[src/rtl/pipeline_stall_flush_ctrl_pkg.sv]
// Shared types and constants for the pipeline stall/flush controller.
package pipeline_stall_flush_ctrl_pkg;

  localparam int unsigned REG_ADDR_W = 5;
  localparam logic [REG_ADDR_W-1:0] X0 = 5'd0;

  typedef enum logic [1:0] {
    ST_INIT     = 2'd0,
    ST_RUN      = 2'd1,
    ST_MEM_WAIT = 2'd2,
    ST_FLUSH    = 2'd3
  } state_t;

  // One ClockEnable per pipeline register, PC first.
  typedef struct packed {
    logic pc;
    logic if_id;
    logic id_ex;
    logic ex_mem;
    logic mem_wb;
  } stage_en_t;

  localparam stage_en_t EN_NONE     = 5'b00000;
  localparam stage_en_t EN_ALL      = 5'b11111;
  localparam stage_en_t EN_FLUSH    = 5'b00011;
  localparam stage_en_t EN_LOAD_USE = 5'b00111;

endpackage

[src/rtl/pipeline_stall_flush_ctrl_hazard.sv]
// Load-use hazard compare between the EX-stage load and the ID-stage sources.
module hazard_detect_unit
  import pipeline_stall_flush_ctrl_pkg::*;
(
  input  logic                  ex_memread,
  input  logic [REG_ADDR_W-1:0] ex_rd,
  input  logic [REG_ADDR_W-1:0] id_rs1,
  input  logic [REG_ADDR_W-1:0] id_rs2,
  output logic                  load_use_c
);

  // x0 is hardwired to zero, so a load into it never creates a dependency.
  assign load_use_c = ex_memread && (ex_rd != X0) &&
                      ((ex_rd == id_rs1) || (ex_rd == id_rs2));

endmodule

[src/rtl/pipeline_stall_flush_ctrl.sv]
// Stall/flush control for the IF/ID, ID/EX, EX/MEM, MEM/WB registers and the PC.
module pipeline_stall_flush_ctrl
  import pipeline_stall_flush_ctrl_pkg::*;
#(
  parameter int unsigned CntBits       = 16,
  parameter int unsigned WaitBits      = 8,
  parameter int unsigned TimeoutCycles = 200
) (
  input  logic                  Clock,
  input  logic                  Reset,
  input  logic                  Tick,
  input  logic [REG_ADDR_W-1:0] id_rs1,
  input  logic [REG_ADDR_W-1:0] id_rs2,
  input  logic [REG_ADDR_W-1:0] ex_rd,
  input  logic                  ex_memread,
  input  logic                  branch_taken,
  input  logic                  mem_req,
  input  logic                  mem_ready,
  output logic                  pc_en,
  output logic                  if_id_en,
  output logic                  id_ex_en,
  output logic                  ex_mem_en,
  output logic                  mem_wb_en,
  output logic                  id_ex_bubble,
  output logic                  if_id_flush,
  output logic                  id_ex_flush,
  output logic [CntBits-1:0]    stall_count,
  output logic                  mem_timeout
);

  state_t               state, state_nxt;
  logic [WaitBits-1:0]  wait_cnt, wait_cnt_nxt;
  logic                 timeout_nxt;
  logic                 flush_nxt;
  logic                 load_use;
  logic                 mem_stall;
  stage_en_t            en;

  hazard_detect_unit u_hazard (
    .ex_memread (ex_memread),
    .ex_rd      (ex_rd),
    .id_rs1     (id_rs1),
    .id_rs2     (id_rs2),
    .load_use_c (load_use)
  );

  assign mem_stall = mem_req && !mem_ready;

  // Next-state, enables and bubble select.
  always_comb begin
    state_nxt    = state;
    wait_cnt_nxt = '0;
    timeout_nxt  = mem_timeout;
    en           = EN_NONE;
    id_ex_bubble = 1'b0;
    case (state)
      ST_INIT: state_nxt = ST_RUN;
      ST_RUN, ST_MEM_WAIT: begin
        if (state == ST_RUN && mem_stall) begin
          state_nxt    = ST_MEM_WAIT;
          wait_cnt_nxt = WaitBits'(1);
        end else if (state == ST_MEM_WAIT && !mem_ready) begin
          state_nxt    = ST_MEM_WAIT;
          wait_cnt_nxt = (wait_cnt == '1) ? wait_cnt : wait_cnt + WaitBits'(1);
          if (wait_cnt_nxt >= WaitBits'(TimeoutCycles)) timeout_nxt = 1'b1;
        end else if (branch_taken) begin
          en        = EN_ALL;
          state_nxt = ST_FLUSH;
        end else if (load_use) begin
          en           = EN_LOAD_USE;
          id_ex_bubble = 1'b1;
          state_nxt    = ST_RUN;
        end else begin
          en        = EN_ALL;
          state_nxt = ST_RUN;
        end
      end
      ST_FLUSH: begin
        if (mem_stall) begin
          state_nxt    = ST_MEM_WAIT;
          wait_cnt_nxt = WaitBits'(1);
        end else begin
          en        = EN_FLUSH;
          state_nxt = ST_RUN;
        end
      end
      default: state_nxt = ST_INIT;
    endcase
  end

  assign flush_nxt = (state_nxt == ST_FLUSH);

  // Flushes come straight from flops so the register Reset pins never glitch.
  always_ff @(posedge Clock or negedge Reset) begin
    if (!Reset) begin
      state       <= ST_INIT;
      wait_cnt    <= '0;
      mem_timeout <= 1'b0;
      if_id_flush <= 1'b1;
      id_ex_flush <= 1'b1;
    end else if (Tick) begin
      state       <= state_nxt;
      wait_cnt    <= wait_cnt_nxt;
      mem_timeout <= timeout_nxt;
      if_id_flush <= flush_nxt;
      id_ex_flush <= flush_nxt;
    end
  end

  always_ff @(posedge Clock or negedge Reset) begin
    if (!Reset) begin
      stall_count <= '0;
    end else if (Tick && !en.pc && state != ST_INIT && stall_count != '1) begin
      stall_count <= stall_count + CntBits'(1);
    end
  end

  assign pc_en     = en.pc;
  assign if_id_en  = en.if_id;
  assign id_ex_en  = en.id_ex;
  assign ex_mem_en = en.ex_mem;
  assign mem_wb_en = en.mem_wb;

endmodule

[config.mk]
export PLATFORM = sky130hd
export DESIGN_NAME = pipeline_stall_flush_ctrl
export DESIGN_NICKNAME = d
export VERILOG_FILES = /design/src/rtl/pipeline_stall_flush_ctrl_pkg.sv /design/src/rtl/pipeline_stall_flush_ctrl_hazard.sv /design/src/rtl/pipeline_stall_flush_ctrl.sv
export SDC_FILE = /design/constraint.sdc
export NUM_CORES = 1
export LEC_CHECK = 0
export ABC_AREA = 1
export CORE_UTILIZATION = 34
export CTS_CLUSTER_DIAMETER = 200
export CTS_CLUSTER_SIZE = 12
export DETAILED_ROUTE_END_ITERATION = 8
export GPL_TIMING_DRIVEN = 1
export SLEW_MARGIN = 15
export SYNTH_ARGS = -nofsm -noshare
export SYNTH_HDL_FRONTEND = slang
export SYNTH_SLANG_ARGS = --single-unit
[constraint.sdc]
create_clock -name Clock -period 4.48 [get_ports Clock]
set_input_delay 0.672 -clock Clock [delete_from_list [all_inputs] [get_ports Clock]]
set_output_delay 0.672 -clock Clock [all_outputs]
set_load 0.05 [all_outputs]
# [Yosys cells after proc, flatten, opt, wreduce, memory -nomap -nowiden]
# Index checks and enable logic that the tools add are counted.
[classes] reduce_logical=16 eq_ne=8 order_cmp=1 mul=0 addsub=2 mux=21 shift=0 n_div=0 bitwise=1
[ops] op="two-way mux 8 bit" count=3
[ops] op="two-way mux 5 bit" count=4
[ops] op="adder 16 x 1 -> 16 bit (second input constant)" count=1
[ops] op="!= test 16 bit (second input constant)" count=1
[ops] op="case mux 8 bit (2 select lines)" count=1
[ops] op="== test 5 bit" count=2
[ops] op="two-way mux 2 bit" count=5
[ops] op="case mux 5 bit (2 select lines)" count=1
[ops] op="adder 8 x 1 -> 8 bit (second input constant)" count=1
[ops] op="== test 8 bit (second input constant)" count=1
[ops] op=">= comparator 8 bit (second input constant)" count=1
[ops] op="logical AND 1 bit" count=8
[ops] op="== test 2 bit (second input constant)" count=3
[ops] op="two-way mux 1 bit" count=6
[ops] op="case mux 2 bit (3 select lines)" count=1
[ops] op="AND reduction 5 bit" count=1
[ops] op="nonzero test 5 bit" count=1
[ops] op="== test 2 x 1 -> 1 bit (second input constant)" count=1
[ops] op="logical NOT 1 bit" count=2
[ops] op="logical NOT 2 bit" count=1
[ops] op="nonzero test 2 bit" count=1
[ops] op="OR reduction 2 bit" count=1
[ops] op="logical OR 1 bit" count=1
[ops] op="NOT 1 bit" count=1
[word_totals] wordCells=54 n_memories=0 ff_bits=28 inputBits=22 rom_bits=0 mem_bits_rw=0 latchBits=0

# [Logic depth before layout (Yosys ltp)]
[depth] depth_word=12 ltp_mapped=12 ltp_nobuf=11

# [Cells and area by module]
# A second synthesis with hierarchy kept.
[unflattened] cells_unflattened=316 area_unflattened_um2=2160.8
[by_module_without_submodules] module="pipeline_stall_flush_ctrl" cells_each=271 area_per_inst_um2=1965.6 instances=1 seq_area_each_um2=701.9
[by_module_without_submodules] module="hazard_detect_unit" cells_each=45 area_per_inst_um2=195.2 instances=1 seq_area_each_um2=0.0

# [Least setup slack after synthesis]
# OpenSTA, ideal clock, no wires.
[synth_timing] path_kind="register to output" start="register state[1]" end="output port pc_en" required_ns=3.808 path_slack_ns=1.062 path_stages_with_launch=11 arrival_ns=2.746 path_buffers=2 path_cell_list="dfrtp_1 > inv_1 > ha_1 > inv_1 > nor2_1 > inv_1 > nor2_1 > nand2_2 > buf_4 > inv_1 > buf_4"
[synth_via] elab_chain_len=5
[synth_rtl] item="start: declaration" line_no="pipeline_stall_flush_ctrl.sv:31" rtl="state_t state, state_nxt;"
[synth_rtl] item="start signal: assignment" line_no="pipeline_stall_flush_ctrl.sv:102" rtl="state <= state_nxt;"
[synth_rtl] item="== test 2 bit" line_no="pipeline_stall_flush_ctrl.sv:56, pipeline_stall_flush_ctrl.sv:62"
[synth_rtl] item="logical AND 1 bit" line_no="pipeline_stall_flush_ctrl.sv:62" rtl="end else if (state == ST_MEM_WAIT && !mem_ready) begin"
[synth_rtl] item="two-way mux 5 bit" line_no="pipeline_stall_flush_ctrl.sv:62"
[synth_rtl] item="two-way mux 5 bit" line_no="pipeline_stall_flush_ctrl.sv:59" rtl="if (state == ST_RUN && mem_stall) begin"
[synth_rtl] item="case mux 5 bit (2 select lines) (*)" line_no="pipeline_stall_flush_ctrl.sv:56" rtl="case (state)"
[synth_rtl] item="end: declaration" line_no="pipeline_stall_flush_ctrl.sv:19" rtl="output logic pc_en,"
# Every way passes the cells marked *; elsewhere a longest branch is shown, timed or not.

# [Worst setup path after layout]
[layout_timing] start="input port ex_rd[3]" end="output port if_id_en"
[layout_via] elab_chain_len=8
[layout_rtl] item="start: declaration" line_no="pipeline_stall_flush_ctrl.sv:14" rtl="input logic [REG_ADDR_W-1:0] ex_rd,"
[layout_rtl] item="== test 5 bit or nonzero test 5 bit (tied branches)" line_no="pipeline_stall_flush_ctrl_hazard.sv:14, pipeline_stall_flush_ctrl_hazard.sv:13"
[layout_rtl] item="logical OR 1 bit or logical AND 1 bit (tied branches)" line_no="pipeline_stall_flush_ctrl_hazard.sv:14, pipeline_stall_flush_ctrl_hazard.sv:13"
[layout_rtl] item="logical AND 1 bit (*)" line_no="pipeline_stall_flush_ctrl_hazard.sv:13" rtl="assign load_use_c = ex_memread && (ex_rd != X0) &&"
[layout_rtl] item="two-way mux 5 bit (*)" line_no="pipeline_stall_flush_ctrl.sv:69" rtl="end else if (load_use) begin"
[layout_rtl] item="two-way mux 5 bit (*)" line_no="pipeline_stall_flush_ctrl.sv:66" rtl="end else if (branch_taken) begin"
[layout_rtl] item="two-way mux 5 bit (*)" line_no="pipeline_stall_flush_ctrl.sv:62"
[layout_rtl] item="two-way mux 5 bit (*)" line_no="pipeline_stall_flush_ctrl.sv:59"
[layout_rtl] item="case mux 5 bit (2 select lines) (*)" line_no="pipeline_stall_flush_ctrl.sv:56"
[layout_rtl] item="end: declaration" line_no="pipeline_stall_flush_ctrl.sv:20" rtl="output logic if_id_en,"
# Marked as above.

==> run summary <==
status -> finished, violations left
failing checks -> design-rule violations
final hold violation count -> 0
# resized after CTS -> 0
placed cell areas -> 2570 um^2
yosys warns -> 0
pre-CTS WS -> 0.958 ns
drt wl/cell -> 10.9 um
commonest non-fill, non-tap cells in the layout -> nand2_1 (101), inv_1 (47), clkdlybuf4s50_1 (46)
post-synthesis sequential area ratio -> 33.9%
Tmin final -> 3.52 ns
TritonRoute pass-1 iters -> 6
Syn Inst Count -> 305
final hold slack -> 0.472 ns
Post-CTS Setup Inserts -> 0
syn avg cell area -> 6.79 um^2
IO buf count -> 46
CTS max path bufs -> 2
vias per std cell -> 4.64
final worst-path cycle share -> 78.5%
Cell Rows -> 28
f_max -> 284 MHz
cts hold-fix bufs -> 0
Ant. Diodes -> 0
required time worst endpoint -> 3.81 ns
# IOs -> 47
FF+latch count, synth -> 28
Slew @ Worst Pin -> 0.733 ns
layout cells sized above 1 -> 4.58%
Slowest cell on crit path -> clkdlybuf4s50_1
Die Ht -> 80.0 um
Pwr per Cell Area -> 441 nW/um^2
Synth area leader -> dfrtp_1
clock sink count -> 28
initial antenna violation count -> 0
Congestion Overflow GR -> 0
die width -> 80.0 um
DRC viols -> 1
Syn Nets -> 334
post-route setup TNS -> 0 ns
final slew viol count -> 0
slew margin rel. -> 51.1%
Max Cap Viol -> 0
Die ar. -> 6400 um^2
commonest non-fill, non-tap cell in the layout -> nand2_1
HPWL Detailed -> 3550 um
Reg clk slew, reported paths -> 0.10 ns
post-route ant nets -> 0
Hold Crit Class -> reg2reg
worst setup path class -> in2out
Placeable Area -> 5890 um^2
nets@finish -> 379
worst setup margin -> 0.963 ns
CP max FO -> 18
Post-Syn Area -> 2070 um^2
Area Overhead vs Synth -> 26.9%
H-tree levels -> 1
vias in the first global route -> 1835
Final Instance Area -> 2630 um^2
DRT iter0 DRCs -> 81
final setup vio count -> 0
Worst Path Arrival -> 2.84 ns
Pleak -> 1.30 nW
RD Place Congestion -> 0.792
CTS tree -> yes
total length of routed wires -> 4620 um
CTS Root Cell -> clkbuf_8
via count -> 1968
Crit path largest cell delay -> 0.81 ns
CP Launch Type -> input pin
first-pass GRT wire length -> 8120 um
RSZ-0062 raised after global routing -> no
critical path capture point type -> output port
top post-synthesis cells by area -> dfrtp_1 (33%), nand2_1 (18%), inv_1 (8.5%)
total power -> 0.00116 W
top-area cell type share of the netlist area -> 32.6%
TritonCTS buffer count -> 3
worst vdd ir -> 0.000354 V
clk_skew -> 0.00231 ns
Clock Latency Late Sink -> 0.28 ns
pin count of the biggest net entering global routing -> 29
total track usage -> 16.1%
Netlist cell types -> 24
initial cell density of the core -> 35.2%
ordered cell list for the critical path -> clkdlybuf4s50_1 > nor3_1 > nand3_1 > nand3_1 > inv_1 > nand2_1 > nand2_2 > inv_1 > clkdlybuf4s50_1
==> worst max-delay path: cells and delay by family <==
kind	cells	cell delay, ns
buffers and inverters	4	1.45
AND/OR/NAND/NOR	5	0.71
==> sequential cells by signal, summed over array words and instances (netlist names) <==
signal and cells:
id_ex_flush 1, mem_timeout 1, stall_count 16, state 2
wait_cnt 8
==> routing by layer <==
layer | up-vias | track usage, % | wire length (um) | part of all wire [%]
met5 | - | 0 | 0 | 0
met4 | 0 | 4.11 | 47 | 1.0
met3 | 5 | 3.20 | 144 | 3.1
met2 | 36 | 28.4 | 2290 | 50
met1 | 899 | 19.9 | 2140 | 46
li1 | 1028 | - | - | -
==> worst paths after layout <==
check	end	slack, ns	depth (start not counted)	startpoint
setup / recovery	if_id_en	0.96	9	ex_rd[3]
setup reg to reg	stall_count[15]	2.35	8	stall_count[0]
hold reg to reg	mem_timeout	0.47	2	mem_timeout
min in group asynchronous	wait_cnt[5]	0.77	2	Reset
hold / removal	mem_timeout	0.47	2	mem_timeout
max in group asynchronous	id_ex_flush	3.40	2	Reset
==> logic make-up (layout without fill, tap and decap cells) <==
logic type      Yosys count  in the layout  share of synthesized area [%]
simple gates            181            181                           38.7
compound gates           18             18                           4.53
flops                    28             28                           33.9
buf+inv                  54             98                           11.4
fa+ha+maj                 7              7                           4.23
xor+xnor                 17             17                           7.20
==> stage by stage <==
stage               util, %  instances
floorplan                 -        305
global placement       43.7        420
detailed placement     43.7        420
CTS                    44.6        424
global route           44.6        424
finish                 44.6        424
==> where the power goes <==
group | leakage, nW | internal (W) | switching (W)
Combinational | 0.897 | 0.000206 | 0.000464
Clock | 0.0288 | 0.0000790 | 0.0000836
Sequential | 0.374 | 0.000288 | 0.0000388
Total | 1.30 | 0.000573 | 0.000587
==> cell usage after synthesis <==
cell type / instances
a21oi_1: 5
buf_4: 5
buf_6: 2
dfrtp_1: 27
dfstp_2: 1
ha_1: 7
inv_1: 47
nand2_1: 101
nand2_2: 2
nand2_4: 1
nand3_1: 35
nand3_2: 1
nand4_1: 3
nor2_1: 24
nor2_2: 2
nor3_1: 8
nor3_2: 1
nor3_4: 1
nor3b_4: 1
o21ai_0: 10
o22ai_1: 3
or2_2: 1
xnor2_1: 8
xor2_1: 9
==> final cells by class <==
type,instances,area (um^2)
clock buffers,4,55.1
fillers,631,3260
inverters,47,176
multi-input cells,223,1130
flip-flops and latches,28,702
well taps,75,93.8
repair buffers,47,468
Note: power is estimated with default switching activity, not from simulation.
